[config.mk]
export PLATFORM = sky130hd
export DESIGN_NAME = instr_dbg_port_arbiter
export DESIGN_NICKNAME = d
export VERILOG_FILES = /design/src/rtl/ibex_ss_pkg.sv /design/src/rtl/instr_dbg_port_arbiter.sv
export SDC_FILE = /design/constraint.sdc
export NUM_CORES = 1
export LEC_CHECK = 0
export CAP_MARGIN = 20
export CORE_AREA = 2 2 131 133
export CTS_CLUSTER_SIZE = 20
export DETAILED_ROUTE_END_ITERATION = 10
export DIE_AREA = 0 0 133 135
export REMOVE_ABC_BUFFERS = 1
export SYNTH_ARGS = -nofsm -noshare
export SYNTH_HDL_FRONTEND = slang
export SYNTH_SLANG_ARGS = --single-unit
[constraint.sdc]
create_clock -name clk_sys_i -period 3.2 [get_ports clk_sys_i]
set_input_delay 0.64 -clock clk_sys_i [delete_from_list [all_inputs] [get_ports clk_sys_i]]
set_output_delay 0.64 -clock clk_sys_i [all_outputs]
set_load 0.01 [all_outputs]
[src/rtl/ibex_ss_pkg.sv]
// ibex_ss_pkg
//   Shared definitions for the Ibex super system:
//   - rsp_src_e : source of a fetch response (RAM, debug memory, decode error)
//   - MEM_* / DBG_* : address-map base/mask constants, also used by the bus config
package ibex_ss_pkg;

  // Fetch response source, captured alongside the grant
  typedef enum logic [1:0] {
    RSP_MEM = 2'd0,
    RSP_DBG = 2'd1,
    RSP_ERR = 2'd2
  } rsp_src_e;

  // Address map
  localparam logic [31:0] MEM_START = 32'h0010_0000;
  localparam logic [31:0] MEM_MASK  = 32'hFFFF_0000;
  localparam logic [31:0] DBG_START = 32'h1A11_0000;
  localparam logic [31:0] DBG_MASK  = 32'hFFFF_0000;

  // Address decode helper: true when addr falls inside the window base/mask
  function automatic logic addr_hit(input logic [31:0] addr,
                                    input logic [31:0] base,
                                    input logic [31:0] mask);
    return ((addr & mask) == base);
  endfunction

endpackage

[src/rtl/instr_dbg_port_arbiter.sv]
// instr_dbg_port_arbiter
//   Routes Ibex instruction fetches to the RAM fetch port or to the debug-module
//   memory, arbitrates the single debug-memory slave port between the bus device
//   port (DbgDev, absolute priority) and the fetch path, and owns the fetch
//   response sequencing (rvalid, rdata mux, decode-error flag). Fetches to debug
//   memory held off by device traffic are counted and reported as starvation.
// Ports
//   clk_sys_i, rst_sys_ni          : clock, async active-low reset
//   instr_req_i/addr_i             : core fetch request
//   instr_gnt_o                    : fetch accepted (combinational)
//   instr_rvalid_o/rdata_o/err_o   : fetch response, one cycle after grant
//   ram_req_o/addr_o, ram_rdata_i  : RAM fetch port (data 1 cycle after req)
//   dev_req_i/we_i/be_i/addr_i/wdata_i : DbgDev device request (never stalled)
//   dev_rvalid_o/rdata_o           : DbgDev response, one cycle after req
//   dbg_req_o/we_o/be_o/addr_o/wdata_o, dbg_rdata_i : debug-memory slave port
//   fetch_starve_o                 : debug fetch blocked >= StarveThresh cycles
module instr_dbg_port_arbiter
  import ibex_ss_pkg::*;
#(
  parameter int unsigned AddrWidth    = 32,
  parameter int unsigned DataWidth    = 32,
  parameter logic [31:0] MemStart     = MEM_START,
  parameter logic [31:0] MemMask      = MEM_MASK,
  parameter logic [31:0] DbgStart     = DBG_START,
  parameter logic [31:0] DbgMask      = DBG_MASK,
  parameter int unsigned CntWidth     = 4,
  parameter int unsigned StarveThresh = 8
) (
  input  logic                 clk_sys_i,
  input  logic                 rst_sys_ni,
  // core fetch interface
  input  logic                 instr_req_i,
  input  logic [AddrWidth-1:0] instr_addr_i,
  output logic                 instr_gnt_o,
  output logic                 instr_rvalid_o,
  output logic [DataWidth-1:0] instr_rdata_o,
  output logic                 instr_err_o,
  // RAM fetch port
  output logic                 ram_req_o,
  output logic [AddrWidth-1:0] ram_addr_o,
  input  logic [DataWidth-1:0] ram_rdata_i,
  // DbgDev bus device port
  input  logic                 dev_req_i,
  input  logic                 dev_we_i,
  input  logic [3:0]           dev_be_i,
  input  logic [AddrWidth-1:0] dev_addr_i,
  input  logic [DataWidth-1:0] dev_wdata_i,
  output logic                 dev_rvalid_o,
  output logic [DataWidth-1:0] dev_rdata_o,
  // debug-memory slave port
  output logic                 dbg_req_o,
  output logic                 dbg_we_o,
  output logic [3:0]           dbg_be_o,
  output logic [AddrWidth-1:0] dbg_addr_o,
  output logic [DataWidth-1:0] dbg_wdata_o,
  input  logic [DataWidth-1:0] dbg_rdata_i,
  // status
  output logic                 fetch_starve_o
);

  localparam logic [CntWidth-1:0] CntMax      = {CntWidth{1'b1}};
  localparam logic [CntWidth-1:0] StarveLimit = CntWidth'(StarveThresh);

  logic                w_mem_hit;
  logic                w_dbg_win;
  logic                w_dbg_hit;
  logic                w_unmapped;
  logic                w_fetch_dbg_gnt;
  logic                w_starve_inc;
  logic                w_cnt_clr;
  logic [CntWidth-1:0] w_cnt_d;
  rsp_src_e            w_rsp_src;

  logic                r_rsp_valid;
  rsp_src_e            r_rsp_src;
  logic                r_dev_rvalid;
  logic [CntWidth-1:0] r_cnt;
  logic                r_starve;

  // Address decode; RAM wins when both windows match
  assign w_mem_hit  = addr_hit(32'(instr_addr_i), MemStart, MemMask);
  assign w_dbg_win  = addr_hit(32'(instr_addr_i), DbgStart, DbgMask);
  assign w_dbg_hit  = w_dbg_win & ~w_mem_hit;
  assign w_unmapped = ~w_mem_hit & ~w_dbg_win;

  // A debug fetch only gets the port when the device is idle this cycle
  assign w_fetch_dbg_gnt = instr_req_i & w_dbg_hit & ~dev_req_i;

  assign instr_gnt_o = instr_req_i & (w_mem_hit | w_unmapped | (w_dbg_hit & ~dev_req_i));

  assign ram_req_o  = instr_req_i & w_mem_hit;
  assign ram_addr_o = instr_addr_i;

  // Debug-port request mux: device traffic overrides the fetch path
  always_comb begin
    dbg_req_o   = dev_req_i | w_fetch_dbg_gnt;
    dbg_we_o    = 1'b0;
    dbg_be_o    = 4'hF;
    dbg_addr_o  = instr_addr_i;
    dbg_wdata_o = '0;
    if (dev_req_i) begin
      dbg_we_o    = dev_we_i;
      dbg_be_o    = dev_be_i;
      dbg_addr_o  = dev_addr_i;
      dbg_wdata_o = dev_wdata_i;
    end else begin
      dbg_we_o    = 1'b0;
      dbg_be_o    = 4'hF;
      dbg_addr_o  = instr_addr_i;
      dbg_wdata_o = '0;
    end
  end

  // Response source for the current fetch
  always_comb begin
    w_rsp_src = RSP_ERR;
    if (w_mem_hit) begin
      w_rsp_src = RSP_MEM;
    end else if (w_dbg_hit) begin
      w_rsp_src = RSP_DBG;
    end else begin
      w_rsp_src = RSP_ERR;
    end
  end

  // Starvation counter next value: saturating increment while blocked by the
  // device, cleared once the fetch is served or withdrawn
  assign w_starve_inc = instr_req_i & w_dbg_hit & dev_req_i;
  assign w_cnt_clr    = w_fetch_dbg_gnt | ~instr_req_i;

  always_comb begin
    w_cnt_d = r_cnt;
    if (w_starve_inc) begin
      if (r_cnt == CntMax) begin
        w_cnt_d = r_cnt;
      end else begin
        w_cnt_d = r_cnt + CntWidth'(1);
      end
    end else if (w_cnt_clr) begin
      w_cnt_d = '0;
    end else begin
      w_cnt_d = r_cnt;
    end
  end

  // Response stage, device rvalid pipe and starvation state
  always_ff @(posedge clk_sys_i or negedge rst_sys_ni) begin
    if (!rst_sys_ni) begin
      r_rsp_valid  <= 1'b0;
      r_rsp_src    <= RSP_MEM;
      r_dev_rvalid <= 1'b0;
      r_cnt        <= '0;
      r_starve     <= 1'b0;
    end else begin
      r_rsp_valid  <= instr_gnt_o;
      r_rsp_src    <= w_rsp_src;
      r_dev_rvalid <= dev_req_i;
      r_cnt        <= w_cnt_d;
      // Flag registered from the next count so it tracks r_cnt >= limit
      r_starve     <= (w_cnt_d >= StarveLimit);
    end
  end

  // Fetch response data mux; decode errors return zero
  always_comb begin
    instr_rdata_o = '0;
    case (r_rsp_src)
      RSP_MEM: instr_rdata_o = ram_rdata_i;
      RSP_DBG: instr_rdata_o = dbg_rdata_i;
      RSP_ERR: instr_rdata_o = '0;
      default: instr_rdata_o = '0;
    endcase
  end

  assign instr_rvalid_o = r_rsp_valid;
  assign instr_err_o    = r_rsp_valid & (r_rsp_src == RSP_ERR);
  assign dev_rvalid_o   = r_dev_rvalid;
  assign dev_rdata_o    = dbg_rdata_i;
  assign fetch_starve_o = r_starve;

endmodule

# --- Word-level counts from Yosys, hierarchy flattened ---
# Cells that the tools add are included.
word_totals:
  out_inout_bits: 172
  reg_bits: 9
  wordCells: 40
  input_bits: 169
classes:
  n_bitwise: 17
  mux: 10
  n_addsub: 1
  n_reduce_logical: 1
  eq_ne: 5
  n_lt_le_gt_ge: 1
ops:
  columns: ["cell", "count"]
  rows:
  - ["$mux W32", 2]
  - ["$pmux W32 S2", 1]
  - ["$eq A16 B13 Y1 const B", 1]
  - ["$eq A16 B5 Y1 const B", 1]
  - ["$mux W4", 4]
  - ["$and A1 B1 Y1", 9]
  - ["$add A4 B1 Y4 const B", 1]
  - ["$eq A4 B4 Y1 const B", 1]
  - ["$ge A4 B4 Y1 const B", 1]
  - ["$mux W2", 2]
  - ["$not A1 Y1", 4]
  - ["$or A1 B1 Y1", 4]
  - ["$eq A2 B1 Y1 const B", 1]
  - ["$eq A2 B2 Y1 const B", 1]
  - ["$logic_not A2 Y1", 1]
  - ["$mux W1", 1]

# --- Logic depth before layout (Yosys ltp) ---
depth:
  ltp_word: 9
  mapped_depth: 5
  depth_no_buf: 5

# --- Worst setup path after synthesis ---
# No wires, ideal clock.
synth_timing:
  path_kind: "in2out"
  startpoint: "input dev_req_i"
  endpoint: "output dbg_addr_o[12]"
  setup_slack_ns: 1.161
  arrival_ns: 1.399
  n_path_buf: 2
  required_ns: 2.560
  stages: 3
  cell_sequence: "buf_2 buf_2 mux2_2"
synth_between:
  elab_chain_len: 1
synth_rtl:
  columns: ["item", "line_no", "rtl"]
  rows:
  - ["start, declared", "instr_dbg_port_arbiter.sv:43", "input logic dev_req_i,"]
  - ["$mux W32", "instr_dbg_port_arbiter.sv:101", "if (dev_req_i) begin"]
  - ["end, declared", "instr_dbg_port_arbiter.sv:54", "output logic [AddrWidth-1:0] dbg_addr_o,"]
# Every way passes these cells.

# --- Final worst setup path ---
layout_timing:
  startpoint: "input instr_addr_i[19]"
  endpoint: "output ram_req_o"
layout_between:
  elab_chain_len: 2
layout_rtl:
  columns: ["item", "line_no", "rtl"]
  rows:
  - ["start, declared", "instr_dbg_port_arbiter.sv:33", "input logic [AddrWidth-1:0] instr_addr_i,"]
  - ["$eq A16 B5 Y1", "ibex_ss_pkg.sv:24", "return ((addr & mask) == base);"]
  - ["$and A1 B1 Y1", "instr_dbg_port_arbiter.sv:91", "assign ram_req_o = instr_req_i & w_mem_hit;"]
  - ["end, declared", "instr_dbg_port_arbiter.sv:39", "output logic ram_req_o,"]
# Every way passes these cells.

==> flow_metrics.tcl <==
set metrics [dict create \
    outcome "completed" \
    fillerInstances 1663 \
    insertion_delay_ps 230 \
    fin_nets 714 \
    leakage_nw 1.97 \
    synthCells 257 \
    postRouteAntennaNets 0 \
    cts_tree "built" \
    cp-endpoint "ram_req_o" \
    syn_area_per_cell_um2 7.88 \
    path_cells "clkdlybuf4s50_1 -> nor4b_4 -> buf_4 -> and3_2 -> and3_1 -> clkdlybuf4s50_1" \
    critPathKind "in2out" \
    rsz0062_at_grt "no" \
    required_ps 2560 \
    dpl_cell_area_um2 5330 \
    initial_core_util_pct 12.3 \
    routedWlPerCell_um 16.1 \
    placedCellCount 759 \
    synth_edf_count 0 \
    final_hold_viol_count 0 \
    wl_um 12300 \
    dp_hpwl_um 10800 \
    grt_pass1_vias 2987 \
    synth.area.top_cells "buf_4 24%, mux2_2 18%, mux2i_1 16%, and2_1 10%, dfrtp_1 9.9%" \
    slowest_stage "clkdlybuf4s50_1" \
    viasPerCell 3.71 \
    netlist.area_leader.share_pct 23.7 \
    max_freq_mhz 320 \
    io_pins 341 \
    cpMostUsedCell "clkdlybuf4s50_1" \
    max-vdd-ir-drop_v 0.000140 \
    drive_above_1_share_pct 12.3 \
    pwr_density_cell_nw_per_um2 171 \
    synth_most_common_cell "buf_4" \
    dieWidth_um 133 \
    io_buffers 340 \
    cap_violations 0 \
    startpoint "instr_addr_i[19]" \
    async_flop_share_pct 100 \
    setup_tns_ps 0 \
    worstMarginPinSlew_ps 560 \
    r2r_slack_ps 1970 \
    grtUsageTotal_pct 12.4 \
    fin_util_pct 33.0 \
    cp_max_fo 2 \
    post-route-drc-count 0 \
    yosys.area.top_type "buf_4" \
    yosys_register_bits 8 \
    diodes 0 \
    synth_area_um2 2030 \
    dr_total_vias 2833 \
    finalSetupViolCount 0 \
    routabilityCongestion 0.818 \
    maxSlewViolCount 0 \
    drtIter0Drc 35 \
    grt_pass1_wl_um 17400 \
    worst_ep_arrival_time_ps 2480 \
    root_buffer "clkbuf_16" \
    reg2reg_from "r_cnt[0]" \
    period_share_pct 97.6 \
    grt_max_degree 76 \
    cts_htree_levels 1 \
    layout.cells.non_filler 763 \
    ctsHoldBuffers 0 \
    max_stage_delay_ps 570 \
    end_kind "output pin" \
    cts_buffers 3 \
    rows 47 \
    overflow 0 \
    reg2regPathDepth 5 \
    synth_cell_types 27 \
    synth_common_cells "64 x buf_4, 33 x and2_1, 33 x nor2_1" \
    cts_sinks 8 \
    antenna_found_initial 0 \
    critPathLaunchType "primary input" \
    hp-class "reg2reg" \
    layout-area-overhead-vs-synth_pct 167 \
    yosysSeqAreaShare_pct 9.88 \
    coreArea_um2 16400 \
    clk_pin_slew_ps 40 \
    min_period_ps 3120 \
    power_mw 0.927 \
    yosysWarningCount 0 \
    slew_headroom_pct 62.7 \
    synth_flop_cell "dfrtp_1" \
    finClkSkew_ps 0.194 \
    first_pass_iters 6 \
    stdcell_area_um2 5420 \
    die_y_um 135 \
    cts_max_path_buffers 2 \
    dieArea_um2 18000 \
]
## worst max-delay path, delay by kind of cell
kind                   cells  cell delay (ps)
and+or+nand+nor            3              640
buffers and inverters      3             1200
## worst min path at each step
stage / start / end / slack, ps / cells after the start
after floorplan: rst_sys_ni / asynchronous set/reset pin / 340 / 0
after global placement: r_cnt[1] / r_cnt[1] / 580 / 2
after detailed placement: r_cnt[1] / r_cnt[1] / 600 / 2
after CTS: r_cnt[1] / r_cnt[1] / 610 / 2
after global routing: r_cnt[1] / r_cnt[1] / 640 / 2
final: r_cnt[1] / r_cnt[1] / 610 / 2
## cell usage in the layout, fill, tap and decap left out, drive strengths merged
cell type      count
clkdlybuf4s50    337
nor2              33
and2              33
mux2i             32
mux2              32
buf               24
nand2              8
dfrtp              8
nand2b             5
clkbuf             4
o21ai              3
nand3              3
nor4               3
a21oi              2
inv                2
o22ai              2
and4               2
a211oi             2
and3               2
nor4b              1
o21a               1
a41oi              1
ha                 1
dlygate4sd2        1
dlymetal6s2s       1
## area by class of cell
class / instances / area (um^2) / share of cell area, %
inverter: 2 / 7.51 / 0.139
tap: 220 / 275 / 5.08
sequential: 8 / 201 / 3.72
timing repair buffer: 363 / 3580 / 66.2
multi-input combinational: 166 / 1270 / 23.4
clock buffer: 4 / 78.8 / 1.45
## power by group
group	internal (mW)	switching [mW]	total, mW
clock network	0.166	0.0511	0.217
registers	0.103	0.000603	0.104
logic	0.408	0.198	0.607
## cells by family after synthesis
kind of cell,share of synthesized area [%]
mux,33.6
compound gates,4.01
fa+ha+maj,0.618
flops,9.88
simple gates,23.9
buf+inv,28.0
## per-layer routing
metal | vias to the layer above | part of all wire [%] | GRT usage [%]
li1 | 1366 | - | -
met1 | 1268 | 34 | 12.1
met2 | 195 | 55 | 25.6
met3 | 4 | 10 | 4.20
met4 | 0 | 0.51 | 1.67
met5 | - | 0 | 0
## timing repair
item / 4_1_cts / 5_1_grt
endpoints found under the setup margin: 3 / 2
gates resized for setup: 3 / 1
buffers inserted: 0 / 0
pin swaps: 1 / 1
## stage by stage
stage	hold WS, ps	worst slack, ps
2_1_floorplan	344	954
3_3_place_gp	581	-80.8
3_5_place_dp	604	-83.0
4_1_cts	609	1.73
5_1_grt	637	15.9
6_report	614	76.7
Power figures use the tool's default switching activity.
